**config.mk**
```make
export PLATFORM = sky130hd
export DESIGN_NAME = output_drain
export DESIGN_NICKNAME = d
export VERILOG_FILES = /design/src/rtl/output_drain.sv
export SDC_FILE = /design/constraint.sdc
export NUM_CORES = 1
export LEC_CHECK = 0
export CAP_MARGIN = 15
export CORE_MARGIN = 10
export CORE_UTILIZATION = 55
export CTS_BUF_LIST = sky130_fd_sc_hd__clkbuf_4
export CTS_CLUSTER_SIZE = 16
export DETAILED_ROUTE_END_ITERATION = 6
export GPL_TIMING_DRIVEN = 0
export PLACE_DENSITY = 0.93
export SYNTH_ARGS = -nofsm -noshare
export SYNTH_HDL_FRONTEND = slang
export SYNTH_SLANG_ARGS = --single-unit
```
**constraint.sdc**
```tcl
create_clock -name clk -period 7 [get_ports clk]
set_clock_uncertainty 0.05 [all_clocks]
set_input_delay 1.4 -clock clk [delete_from_list [all_inputs] [get_ports clk]]
set_output_delay 1.4 -clock clk [all_outputs]
set_load 0.005 [all_outputs]
```
**src/rtl/output_drain.sv**
```systemverilog
// Read-side sequencer for the per-column output memories: fetches rows in
// parallel, buffers each one, then streams it column by column on valid/ready.
module output_drain #(
    parameter  int WIDTH_HEIGHT = 4,
    parameter  int ADDR_W       = 8,
    parameter  int DATA_W       = 16,
    localparam int COL_W        = $clog2(WIDTH_HEIGHT)
) (
    input  logic                           clk,
    input  logic                           rst_n,
    input  logic                           start,
    input  logic [ADDR_W-1:0]              base_addr,
    input  logic [ADDR_W:0]                num_rows,
    output logic                           busy,
    output logic                           done,
    output logic [WIDTH_HEIGHT-1:0]        mem_rd_en,
    output logic [WIDTH_HEIGHT*ADDR_W-1:0] mem_rd_addr,
    input  logic [WIDTH_HEIGHT*DATA_W-1:0] mem_rd_data,
    output logic                           out_valid,
    input  logic                           out_ready,
    output logic [DATA_W-1:0]              out_data,
    output logic [COL_W-1:0]               out_col,
    output logic                           out_last,
    output logic [2:0]                     dbg_state
);

    // Stream handshake: a word transfers on any rising edge where out_valid and
    // out_ready are both high; while out_valid=1 and out_ready=0 the word,
    // column and last flag hold, and out_valid never drops without a transfer.

    typedef enum logic [2:0] {
        S_IDLE = 3'd0,
        S_READ = 3'd1,
        S_WAIT = 3'd2,
        S_SEND = 3'd3,
        S_DONE = 3'd4
    } state_t;

    localparam logic [COL_W-1:0] LAST_COL = COL_W'(WIDTH_HEIGHT - 1);

    state_t              r_state;
    logic [ADDR_W-1:0]   r_base;
    logic [ADDR_W:0]     r_num_rows;
    logic [ADDR_W:0]     r_row;
    logic [COL_W-1:0]    r_col;
    logic [DATA_W-1:0]   r_buf [WIDTH_HEIGHT];
    logic                r_busy;
    logic                r_done;
    logic                r_rd_en;
    logic [ADDR_W-1:0]   r_rd_addr;
    logic                r_out_valid;
    logic [DATA_W-1:0]   r_out_data;
    logic                r_out_last;

    logic [ADDR_W:0]     w_row_inc;
    logic [COL_W-1:0]    w_col_inc;
    logic                w_last_row;

    assign w_row_inc  = r_row + (ADDR_W+1)'(1);
    assign w_col_inc  = r_col + COL_W'(1);
    assign w_last_row = (r_row == r_num_rows - (ADDR_W+1)'(1));

    always_ff @(posedge clk) begin
        if (!rst_n) begin
            r_state     <= S_IDLE;
            r_base      <= '0;
            r_num_rows  <= '0;
            r_row       <= '0;
            r_col       <= '0;
            r_busy      <= 1'b0;
            r_done      <= 1'b0;
            r_rd_en     <= 1'b0;
            r_rd_addr   <= '0;
            r_out_valid <= 1'b0;
            r_out_data  <= '0;
            r_out_last  <= 1'b0;
        end else begin
            case (r_state)
                S_IDLE: begin
                    r_done <= 1'b0;
                    if (start) begin
                        if (num_rows != '0) begin
                            r_base     <= base_addr;
                            r_num_rows <= num_rows;
                            r_row      <= '0;
                            r_rd_en    <= 1'b1;
                            r_rd_addr  <= base_addr;
                            r_busy     <= 1'b1;
                            r_state    <= S_READ;
                        end else begin
                            r_done  <= 1'b1;
                            r_state <= S_DONE;
                        end
                    end
                end
                S_READ: begin
                    r_rd_en <= 1'b0;
                    r_state <= S_WAIT;
                end
                S_WAIT: begin
                    for (int i = 0; i < WIDTH_HEIGHT; i++) begin
                        r_buf[i] <= mem_rd_data[i*DATA_W +: DATA_W];
                    end
                    // Column 0 comes straight off the read bus; it can never be
                    // the last column since the array is at least two wide.
                    r_out_data  <= mem_rd_data[0 +: DATA_W];
                    r_col       <= '0;
                    r_out_last  <= 1'b0;
                    r_out_valid <= 1'b1;
                    r_state     <= S_SEND;
                end
                S_SEND: begin
                    if (out_ready) begin
                        if (r_col == LAST_COL) begin
                            r_out_valid <= 1'b0;
                            r_out_last  <= 1'b0;
                            if (w_last_row) begin
                                r_busy  <= 1'b0;
                                r_done  <= 1'b1;
                                r_state <= S_DONE;
                            end else begin
                                r_row     <= w_row_inc;
                                r_rd_en   <= 1'b1;
                                r_rd_addr <= r_base + w_row_inc[ADDR_W-1:0];
                                r_state   <= S_READ;
                            end
                        end else begin
                            r_col      <= w_col_inc;
                            r_out_data <= r_buf[w_col_inc];
                            r_out_last <= (w_col_inc == LAST_COL) && w_last_row;
                        end
                    end
                end
                S_DONE: begin
                    r_done  <= 1'b0;
                    r_state <= S_IDLE;
                end
                default: begin
                    r_state <= S_IDLE;
                end
            endcase
        end
    end

    assign busy        = r_busy;
    assign done        = r_done;
    assign mem_rd_en   = {WIDTH_HEIGHT{r_rd_en}};
    assign mem_rd_addr = {WIDTH_HEIGHT{r_rd_addr}};
    assign out_valid   = r_out_valid;
    assign out_data    = r_out_data;
    assign out_col     = r_col;
    assign out_last    = r_out_last;
    assign dbg_state   = r_state;

endmodule

```
* Yosys cells after proc, flatten, opt, wreduce, memory -nomap -nowiden
Memories as Yosys holds them, arrays and structs flattened. Cells that the tools add are included.
Word-level totals: bits in registers 60, memory bits (writable) 64, output and inout port bits 61, word-level logic and storage cells 96, memories 1
Cells by class: $add $sub $neg 4, eq/ne operators 14, muxes and demuxes 49, reductions and logical operators 16
Memories:
- r_buf | depth 4, bits a word 16, read ports 1, clocked after Yosys merged registers in 0, write ports 4, RTL line 46 | logic [DATA_W-1:0] r_buf [WIDTH_HEIGHT];
Operators by type and width (number):
- 9-bit 2-to-1 mux | 5
- 8-bit 2-to-1 mux | 5
- 16-bit 2-to-1 mux | 2
- 16-bit one-hot mux with 2 select lines | 1
- 1-bit 2-to-1 mux | 20
- 9-bit one-hot mux with 2 select lines | 1
- 6-bit AND reduction | 3
- 8-bit one-hot mux with 2 select lines | 1
- 3-bit 2-to-1 mux | 5
- 2-bit inequality test (second input constant) | 7
- 3-bit one-hot mux with 4 select lines | 1
- 3-bit AND reduction | 4
- 9-bit by 1-bit adder with 9-bit output (second input constant) | 1
- 9-bit equality test | 1
- 9-bit nonzero test | 1
- 9-bit by 1-bit subtractor with 9-bit output (second input constant) | 1
- 8-bit adder | 1
- 3-bit by 2-bit equality test with 1-bit output (second input constant) | 2
- 1-bit one-hot mux with 2 select lines | 3
- 1-bit one-hot mux with 3 select lines | 2
- 3-bit nonzero test | 2
- 2-bit equality test (second input constant) | 2
- 2-bit 2-to-1 mux | 2
- 2-bit one-hot mux with 2 select lines | 1
- other kinds (8) | 9

* Longest topological paths before layout
Gate-level depths: netlist of the first run.
depth in word-level cells 6, gate-level depth with buffers 12, gate-level depth less buffers 12

* Worst setup path before layout of the first run
No wires, ideal clock.
path kind in2reg, start point in rst_n, end point mem r_buf[0][0], enable pin, library setup time 0.429 ns, arrival 3.183 ns, data required time 6.521 ns, slack 3.338 ns, stages 3, path through inv_2 > nor2_1 > and3_1
RTL lines:
- start: declaration | RTL line 10 | input logic rst_n,
- end: declaration | RTL line 46

* Final worst setup path of the first run
start point reg r_col[0], in the netlist out_col[0], end point reg r_out_data[12], in the netlist out_data[12]
On the way: longest elaborated chain between the ends 5, elaborated cells between the ends (all ways) 8, those cells by class add/sub (1); eq/ne (2); mux (3); reduce/logical (1); memory (1)
RTL lines:
- start: declaration | RTL line 45 | logic [COL_W-1:0] r_col;
- start signal: assignment | RTL line 128 | r_col <= w_col_inc;
- 2-bit by 1-bit adder with 2-bit output | RTL line 60 | assign w_col_inc = r_col + COL_W'(1);
- memory read 4 x 16 bit
- 16-bit 2-to-1 mux | RTL line 114 | if (r_col == LAST_COL) begin
- 16-bit 2-to-1 mux | RTL line 113 | if (out_ready) begin
- 16-bit one-hot mux with 2 select lines | RTL line 78 | case (r_state)
- end signal: assignment | RTL line 106 | r_out_data <= mem_rd_data[0 +: DATA_W];
- end signal: assignment | RTL line 129 | r_out_data <= r_buf[w_col_inc];
- end: declaration | RTL line 52 | logic [DATA_W-1:0] r_out_data;
Parallel ways exist; a longest one is shown, timed or not. The select of a mux whose other input is x is not followed. A chain may end at the register's enable or synchronous reset.

==> impl_metrics.json, run 1 <==
{
  "status": "completed",
  "ys.flop_type": "edfxtp_1",
  "start_util": 0.561,
  "yosysSeqAreaShare": 0.541,
  "hold_path_class": "reg2reg",
  "dp.cells": 804,
  "setup_violations": 0,
  "grt_first_pass_wirelength_um": 27800,
  "grt_max_degree": 47,
  "overflow": 0,
  "synth_xor_area_frac": 0.0380,
  "crit_required_ns": 7.40,
  "crit_path_max_incr_delay_ns": 0.58,
  "dieArea_um2": 15000,
  "multi_input_area_um2": 2260,
  "path_max_fanout": 10,
  "slew_headroom": 0.543,
  "cts_setup_buffers": 0,
  "power.total_w": 0.00154,
  "cp_data_arrival_time_ns": 4.13,
  "ys_top_cells_by_area": "edfxtp_1 (33%), dfxtp_1 (21%), mux4_2 (6.2%)",
  "leakagePower_nw": 2.75,
  "drive_above_1_share": 0.134,
  "yosysTopAreaCellShare": 0.333,
  "max_freq_mhz": 268,
  "ir_worst_vdd_v": 0.000156,
  "crit_top_cell": "clkbuf_1",
  "hold_viol_final": 0,
  "cp-start-kind": "flop",
  "num-fill-cells": 653,
  "p_per_area_nw_per_um2": 202,
  "clk_latency_ns": 0.56,
  "syn2layout_area_growth_pct": 32.5,
  "drc_errors": 0,
  "crit_chain": "clkbuf_1, buf_2, inv_1, ha_1, clkbuf_1, clkbuf_1, mux4_2, nand2_1, a311oi_1",
  "drt_iter0_markers": 567,
  "cts_buffers": 17,
  "stdcell_count": 836,
  "synth_nets": 619,
  "htreeDepth": 4,
  "layout_commonest_cell": "clkdlybuf4s50_1",
  "place.gp.congestion": 0.918,
  "core_region_area_um2": 10300,
  "ctsResizeCount": 0,
  "use_met3": 0.0937,
  "synth_mux_area_frac": 0.0733,
  "hold_ws_ns": 0.426,
  "ios": 146,
  "synth_edf_count": 64,
  "nets": 784,
  "criticalPathCategory": "reg2reg",
  "vias": 4925,
  "postSynthCellCount": 522,
  "grt_pass1_vias": 5076,
  "wl_per_cell_um": 21.2,
  "die_w_um": 122,
  "vias_per_cell": 5.89,
  "postPlaceCellArea_um2": 7410,
  "rsz0062_at_grt": "false",
  "use_met2": 0.418,
  "drtPass1Iterations": 6,
  "synth_top_family_by_area": "simple AND/OR/NAND/NOR gates",
  "busiest_layer": "met2",
  "cts_buffer_depth": 2,
  "final_antenna_net_count": 0,
  "final_max_slew_viol_count": 0,
  "stdcell_area_um2": 7640,
  "synthSimpleGateAreaFrac": 0.137,
  "ys_ff_latch": 124,
  "cap_viol_max_count": 0,
  "cts_tree": "built",
  "finalCritPeriodShare": 0.533,
  "fp.dieH_um": 122,
  "clkTransAtPathRegs_ns": 0.12,
  "holdBufCountCts": 0,
  "root_buffer": "clkbuf_4",
  "cts.sinks": 124,
  "fin_crit_ns": 3.73,
  "port_buffers": 145,
  "totalWireLength_um": 17800,
  "synth_fa_ha_area_frac": 0.0273,
  "ys_types": 57,
  "cpMaxStageDelayCell": "clkbuf_1",
  "async_reset_ff_frac": 0,
  "grt_util_all_layers": 0.242,
  "postSynthAreaPerCell_um2": 11.1,
  "worst_slew_pin_slew_ns": 0.683,
  "layout_common_cells": "clkdlybuf4s50_1 (145), nand2_1 (82), edfxtp_1 (64)",
  "num_rows": 37,
  "antenna_found_initial": 0,
  "synth_compound_area_frac": 0.115,
  "hpwl_um": 12900,
  "met1_usage": 0.269,
  "antenna_cells": 0,
  "yosys_warnings": 0,
  "synth_area_um2": 5770,
  "cp-end-kind": "flop",
  "synth_top_area_cell": "edfxtp_1",
  "fin_tns_setup_ns": 0,
  "ff_latch_area_um2": 3120
}
synth_stat cells, types with 6 or more instances:
cell / n
ha_1: 11
nor2_1: 40
a21oi_1: 26
o31ai_1: 6
xor2_1: 6
nor3_1: 8
buf_4: 29
edfxtp_1: 64
xnor2_1: 19
dfxtp_1: 60
nand3_1: 18
inv_1: 9
clkbuf_1: 24
o21ai_0: 13
a311oi_1: 18
nand2_1: 82
mux4_2: 16
final cells by class:
class / count / area share
clock inverter: 14 / 0.0126
multi-input combinational: 330 / 0.295
inverter: 10 / 0.00491
tap: 136 / 0.0223
buffer: 58 / 0.0463
sequential: 124 / 0.409
clock buffer: 18 / 0.0177
timing repair buffer: 146 / 0.193
cell families after synthesis:
kind of cell	count (synthesis)
AOI/OAI and AO/OA	94
xor gates and xnor gates	25
buffers and inverters	68
and+or+nand+nor	177
DFF	124
adders and majority gates	12
muxes	22
worst paths after layout:
check           startpoint       endpoint  slack [ns]  depth (start not counted)
min          r_num_rows[8]  r_num_rows[8]        0.43                          2
max reg2reg     out_col[0]   out_data[12]        3.27                          9
max             out_col[0]   out_data[12]        3.27                          9
min reg2reg  r_num_rows[8]  r_num_rows[8]        0.43                          2
where the power goes:
part	internal [W]	switching, W
Clock	0.000143	0.000294
Combinational	0.000156	0.000126
Sequential	0.000800	0.0000259
sequential cells by signal (all words and copies together) (netlist names):
| signal | flops |
|---|---|
| out_valid | 1 |
| r_rd_addr | 8 |
| dbg_state | 3 |
| out_last | 1 |
| r_buf | 64 |
| out_data | 16 |
| r_base | 8 |
| busy | 1 |
| done | 1 |
| r_row | 9 |
| r_num_rows | 9 |
| r_rd_en | 1 |
| out_col | 2 |
stage by stage:
stage | setup WS [ns] | util
after floorplan | 3.34 | -
final | 3.27 | 0.744
after CTS | 3.29 | 0.744
after global placement | 2.08 | 0.719
after detailed placement | 3.21 | 0.721
after global routing | 3.04 | 0.744
worst max-delay path, delay by kind of cell (launching register included):
kind / cells / cell delay, ns
DFF: 1 / 0.39
AOI/OAI and AO/OA: 1 / 0.36
muxes: 1 / 0.32
buffers and inverters: 5 / 2.12
adders and majority gates: 1 / 0.31
and+or+nand+nor: 1 / 0.07
per-layer routing:
layer	vias up	routed length (um)
met3	64	2040
met2	351	8910
met1	2303	6270
li1	2207	-
met4	0	533
met5	-	0
(Power assumes the default switching activity.)
==> run 2: changes to the inputs <==
--- a/config.mk
+++ b/config.mk
@@ -7,12 +7,12 @@
 export LEC_CHECK = 0
 export CAP_MARGIN = 15
 export CORE_MARGIN = 10
-export CORE_UTILIZATION = 55
+export CORE_UTILIZATION = 46
 export CTS_BUF_LIST = sky130_fd_sc_hd__clkbuf_4
 export CTS_CLUSTER_SIZE = 16
 export DETAILED_ROUTE_END_ITERATION = 6
 export GPL_TIMING_DRIVEN = 0
-export PLACE_DENSITY = 0.93
+export PLACE_DENSITY = 0.84
 export SYNTH_ARGS = -nofsm -noshare
 export SYNTH_HDL_FRONTEND = slang
 export SYNTH_SLANG_ARGS = --single-unit
==> constraint.sdc (replaced) <==
create_clock -name clk -period 3.2 [get_ports clk]
set_clock_uncertainty 0.05 [all_clocks]
set_input_delay 0.64 -clock clk [delete_from_list [all_inputs] [get_ports clk]]
set_output_delay 0.64 -clock clk [all_outputs]
set_load 0.005 [all_outputs]
==> run 2 against run 1 <==
Effect of this change: die area grew 16%; critical path depth shrank 1; worst setup slack lost 2.8 ns; via count shrank 5.1%; wire length shrank 12%; highest routed layer unchanged; non-clock buffer count shrank 1; worst hold slack gained 0.0030 ns.
==> impl_metrics.json, run 2 (synthesized netlist as in run 1, its figures left out) <==
{
  "r2r_start": "out_col[0]",
  "ir_worst_vdd_v": 0.000255,
  "cts.sinks": 124,
  "wl_per_cell_um": 18.0,
  "finalCritPeriodShare": 0.864,
  "antenna_found_initial": 0,
  "hpwl_um": 11900,
  "overflow": 0,
  "setup_violations": 0,
  "dieArea_um2": 17400,
  "grt_first_pass_wirelength_um": 25200,
  "clk_latency_ns": 0.55,
  "start_util": 0.474,
  "switching_share": 0.265,
  "leakagePower_nw": 2.79,
  "syn2layout_area_growth_pct": 34.6,
  "criticalPathCategory": "reg2reg",
  "power_frac_seq": 0.501,
  "hold_viol_final": 0,
  "crit_required_ns": 3.61,
  "die_w_um": 132,
  "nets": 783,
  "num-fill-cells": 960,
  "htreeDepth": 4,
  "max_freq_mhz": 362,
  "grt_max_degree": 39,
  "dp.cells": 836,
  "layout_common_cells": "clkdlybuf4s50_1 (145), nand2_1 (82), edfxtp_1 (64)",
  "regMostFlops": "r_buf",
  "stdcell_count": 866,
  "drive_above_1_share": 0.140,
  "power_frac_clock": 0.333,
  "rr_worst_depth": 8,
  "drt_iter0_markers": 365,
  "worst_slew_pin_slew_ns": 0.776,
  "p_per_area_nw_per_um2": 463,
  "final_max_slew_viol_count": 0,
  "r2r_slack_ns": 0.44,
  "largest_reg_flops": 64,
  "final_antenna_net_count": 0,
  "cts_tree": "built",
  "hold_path_class": "reg2reg",
  "clkTransAtPathRegs_ns": 0.12,
  "power.total_w": 0.00360,
  "status": "completed",
  "drtPass1Iterations": 5,
  "drc_errors": 0,
  "cts_buffers": 17,
  "cap_viol_max_count": 0,
  "r2r_end": "out_data[11]",
  "grt_pass1_vias": 4889,
  "rsz0062_at_grt": "false",
  "power_switching_w": 0.000953,
  "fin_crit_ns": 2.76,
  "crit_end": "out_data[11]",
  "cts_buffer_depth": 2,
  "grt_util_all_layers": 0.178,
  "core_region_area_um2": 12200,
  "num_rows": 40,
  "startpoint": "out_col[0]",
  "slew_headroom": 0.481,
  "totalWireLength_um": 15600,
  "antenna_cells": 0,
  "layout_commonest_cell": "clkdlybuf4s50_1",
  "path_max_fanout": 10,
  "fp.dieH_um": 132,
  "cp-start-kind": "flop",
  "p_int_w": 0.00265,
  "ios": 146,
  "port_buffers": 145,
  "place.gp.congestion": 0.897,
  "cp_data_arrival_time_ns": 3.17,
  "cp-end-kind": "flop",
  "vias_per_cell": 5.40,
  "pwr-share-comb": 0.165,
  "vias": 4676,
  "root_buffer": "clkbuf_4",
  "cts_setup_buffers": 0
}
==> run 2: cell count changes in the layout (fill, tap and decap cells not counted), sizes merged <==
cell,change
clkbuf,-1
clkinvlp,-1
clkinv,-4
bufinv,+3
inv,+2
buf,-1
==> run 2: how the worst min path moves through the flow <==
stage | startpoint | to | slack (ns) | cells after the start
CTS | r_base[3] | r_base[3] | 0.43 | 2
floorplan | r_base[0] | r_base[0] | 0.39 | 2
global placement | r_base[3] | r_base[3] | 0.40 | 2
global route | r_base[6] | r_base[6] | 0.45 | 2
finish | r_base[3] | r_base[3] | 0.43 | 2
detailed placement | r_base[6] | r_base[6] | 0.41 | 2
==> run 2: layout make-up <==
cell class / instances / area (um^2) / share of cell area
clock inverter: 14 / 186 / 0.0240
timing repair buffer: 146 / 1470 / 0.189
inverter: 10 / 37.5 / 0.00483
clock buffer: 17 / 128 / 0.0164
tap: 168 / 210 / 0.0271
multi-input combinational: 330 / 2260 / 0.290
sequential: 124 / 3120 / 0.402
buffer: 57 / 355 / 0.0457
==> run 2: repair_timing <==
action / CTS / global route
setup endpoints to repair: 10 / 9
gates resized for setup: 2 / 1
hold buffers: 0 / 0
cloned: 0 / 0
==> run 2: power groups by stage <==
stage          Combinational (W)  Sequential, W  Clock [W]
5_1_grt                 0.000649        0.00181    0.00129
3_3_place_gp            0.000572        0.00184          0
4_1_cts                 0.000597        0.00180    0.00122
6_report                0.000595        0.00180    0.00120
3_5_place_dp            0.000593        0.00184          0
2_1_floorplan           0.000281        0.00183          0
==> run 2: stage by stage <==
| stage | hold slack [ns] | setup TNS (ns) | util | setup WS (ns) | cell area [um^2] |
|---|---|---|---|---|---|
| after global placement | 0.399 | -63.97 | 0.611 | -0.973 | 7430 |
| after CTS | 0.428 | 0 | 0.639 | 0.124 | 7770 |
| after detailed placement | 0.411 | -2.82 | 0.613 | -0.334 | 7450 |
| final | 0.429 | 0 | 0.639 | 0.436 | 7770 |
| after global routing | 0.452 | 0 | 0.639 | 0.146 | 7770 |
| after floorplan | 0.391 | 0 | - | 0.298 | 5770 |
==> run 2: per-layer routing <==
layer	global-route usage	wire, um	vias to the layer above
li1	-	-	2202
met1	0.207	6250	2195
met2	0.287	7330	251
met3	0.0804	1810	28
met4	0.0569	233	0
met5	0	0	-
==> run 2: critical path, stage by stage, from the launching register on <==
cell and delay [ns]:
dfxtp_1 0.37, clkbuf_2 0.31, clkbuf_4 0.34, inv_1 0.11, ha_1 0.53, clkbuf_2 0.36, mux4_2 0.25, nand2_1 0.06
a311oi_1 0.30
==> run 3: changes to the inputs <==
--- a/config.mk
+++ b/config.mk
@@ -6,7 +6,6 @@
 export NUM_CORES = 1
 export LEC_CHECK = 0
 export CAP_MARGIN = 15
-export CORE_MARGIN = 10
 export CORE_UTILIZATION = 46
 export CTS_BUF_LIST = sky130_fd_sc_hd__clkbuf_4
 export CTS_CLUSTER_SIZE = 16
==> run 3 against run 2 <==
Effect of this change: clock-buffer cell count grew 3; cell count is the same; clock power is essentially flat; flip-flop and latch count is the same; critical path depth is the same; sequential power is essentially flat; final area is essentially flat; highest routed layer unchanged.
==> impl_metrics.json, run 3 (synthesized netlist as in run 1, its figures left out) <==
{
  "status": "completed",
  "hold_path_class": "reg2reg",
  "grt_first_pass_wirelength_um": 23500,
  "largest_reg_flops": 64,
  "antenna_found_initial": 0,
  "clk_latency_ns": 0.54,
  "crit_end": "out_data[10]",
  "ios": 146,
  "grt_pass1_vias": 4929,
  "place.gp.congestion": 0.911,
  "path_max_fanout": 10,
  "num_rows": 40,
  "r2r_start": "out_col[0]",
  "cp-end-kind": "flop",
  "cts_buffer_depth": 2,
  "drc_errors": 0,
  "startpoint": "out_col[0]",
  "drtPass1Iterations": 5,
  "dieArea_um2": 13000,
  "max_freq_mhz": 362,
  "power_switching_w": 0.000863,
  "final_antenna_net_count": 0,
  "cts_buffers": 17,
  "totalWireLength_um": 14900,
  "cp_data_arrival_time_ns": 3.15,
  "num-fill-cells": 962,
  "clkTransAtPathRegs_ns": 0.10,
  "postPlaceCellArea_um2": 7460,
  "slew_headroom": 0.360,
  "hold_viol_final": 0,
  "htreeDepth": 4,
  "multi_input_area_um2": 2260,
  "antenna_cells": 0,
  "criticalPathCategory": "reg2reg",
  "hold_ws_ns": 0.426,
  "cap_viol_max_count": 0,
  "vias": 4763,
  "layout_commonest_cell": "clkdlybuf4s50_1",
  "cp-start-kind": "flop",
  "start_util": 0.476,
  "cts_tree": "built",
  "power_frac_seq": 0.504,
  "cpMaxStageDelayCell": "ha_1",
  "syn2layout_area_growth_pct": 34.6,
  "crit_path_max_incr_delay_ns": 0.51,
  "fin_tns_setup_ns": 0,
  "overflow": 0,
  "drt_iter0_markers": 299,
  "wl_per_cell_um": 17.2,
  "layout_common_cells": "clkdlybuf4s50_1 (145), nand2_1 (82), edfxtp_1 (64)",
  "power.total_w": 0.00358,
  "fin_crit_ns": 2.76,
  "root_buffer": "clkbuf_4",
  "grt_util_all_layers": 0.239,
  "cts.sinks": 124,
  "rsz0062_at_grt": "false",
  "setup_violations": 0,
  "finalCritPeriodShare": 0.863,
  "die_w_um": 114,
  "timing.final.ws_setup_ns": 0.438,
  "pre_cts_ws_ns": -0.394,
  "crit_top_cell": "clkbuf_2",
  "regMostFlops": "r_buf",
  "vias_per_cell": 5.50,
  "power_frac_clock": 0.330,
  "port_buffers": 145,
  "grt_max_degree": 41,
  "worst_slew_pin_slew_ns": 0.960,
  "core_region_area_um2": 12100,
  "p_per_area_nw_per_um2": 461,
  "pwr-share-comb": 0.166,
  "final_max_slew_viol_count": 0,
  "leakagePower_nw": 2.80,
  "hpwl_um": 11100,
  "rr_worst_depth": 8,
  "fp.dieH_um": 114,
  "ff_latch_area_um2": 3120,
  "r2r_end": "out_data[10]",
  "crit_required_ns": 3.58,
  "switching_share": 0.241,
  "ir_worst_vdd_v": 0.000341,
  "nets": 783,
  "drive_above_1_share": 0.135,
  "p_int_w": 0.00272,
  "crit_chain": "clkbuf_2, clkbuf_4, inv_1, ha_1, clkbuf_2, mux4_2, nand2_1, a311oi_1",
  "r2r_slack_ns": 0.44,
  "stdcell_area_um2": 7760
}
run 3: changes by cell type in the layout (fill, tap and decap cells not counted), moves of 2 or more:
cell,change
clkinv_4,-4
clkbuf_4,+3
inv_6,-4
clkinv_1,+4
clkinv_2,+2
run 3: metal layers:
metal / track usage / vias up / wire length, um
met5: 0 / - / 0
met4: 0.129 / 0 / 482
met3: 0.0664 / 45 / 1280
met2: 0.405 / 262 / 7270
met1: 0.275 / 2246 / 5830
li1: - / 2210 / -
run 3: final cells by class:
type,count,share of cell area
repair buffers,146,0.190
inverters,10,0.00483
multi-input cells,330,0.291
well taps,168,0.0271
plain buffers,57,0.0458
clock buffers,20,0.0193
clock inverters,11,0.0197
flip-flops and latches,124,0.402
run 3: what timing repair did:
item | in CTS | in global routing
hold buffers | 0 | 0
setup buffers | 0 | 0
endpoints found under the setup margin | 10 | 9
endpoints found under the hold margin | 0 | 0
resized for setup | 2 | 1
run 3: worst min-delay path by stage:
| stage | from | to | slack [ns] | cells after the start |
|---|---|---|---|---|
| floorplan | r_base[0] | r_base[0] | 0.39 | 2 |
| global placement | r_base[2] | r_base[2] | 0.40 | 2 |
| detailed placement | r_base[2] | r_base[2] | 0.41 | 2 |
| CTS | r_base[2] | r_base[2] | 0.42 | 2 |
| global route | r_num_rows[8] | r_num_rows[8] | 0.45 | 2 |
| finish | r_num_rows[8] | r_num_rows[8] | 0.43 | 2 |
run 3: power groups by stage:
stage                     Combinational (W)  Sequential [W]  Clock [W]
after global routing               0.000643         0.00181    0.00127
after floorplan                    0.000281         0.00183          0
after global placement             0.000563         0.00184          0
after detailed placement           0.000591         0.00184          0
final                              0.000595         0.00180    0.00118
after CTS                          0.000593         0.00180    0.00120
run 3: stage by stage:
stage          std cells  utilization
4_1_cts              867        0.641
2_1_floorplan        522            -
6_report             866        0.641
5_1_grt              866        0.641
3_3_place_gp         835        0.614
3_5_place_dp         836        0.616
run 3: worst max-delay path, delay by kind of cell, from the launching register on:
kind | cells | cell delay, ns
buffers and inverters | 4 | 1.10
adder cells (fa/ha/maj) | 1 | 0.51
flip-flops | 1 | 0.37
AO/OA/AOI/OAI | 1 | 0.31
multiplexers | 1 | 0.26
AND/OR/NAND/NOR | 1 | 0.05
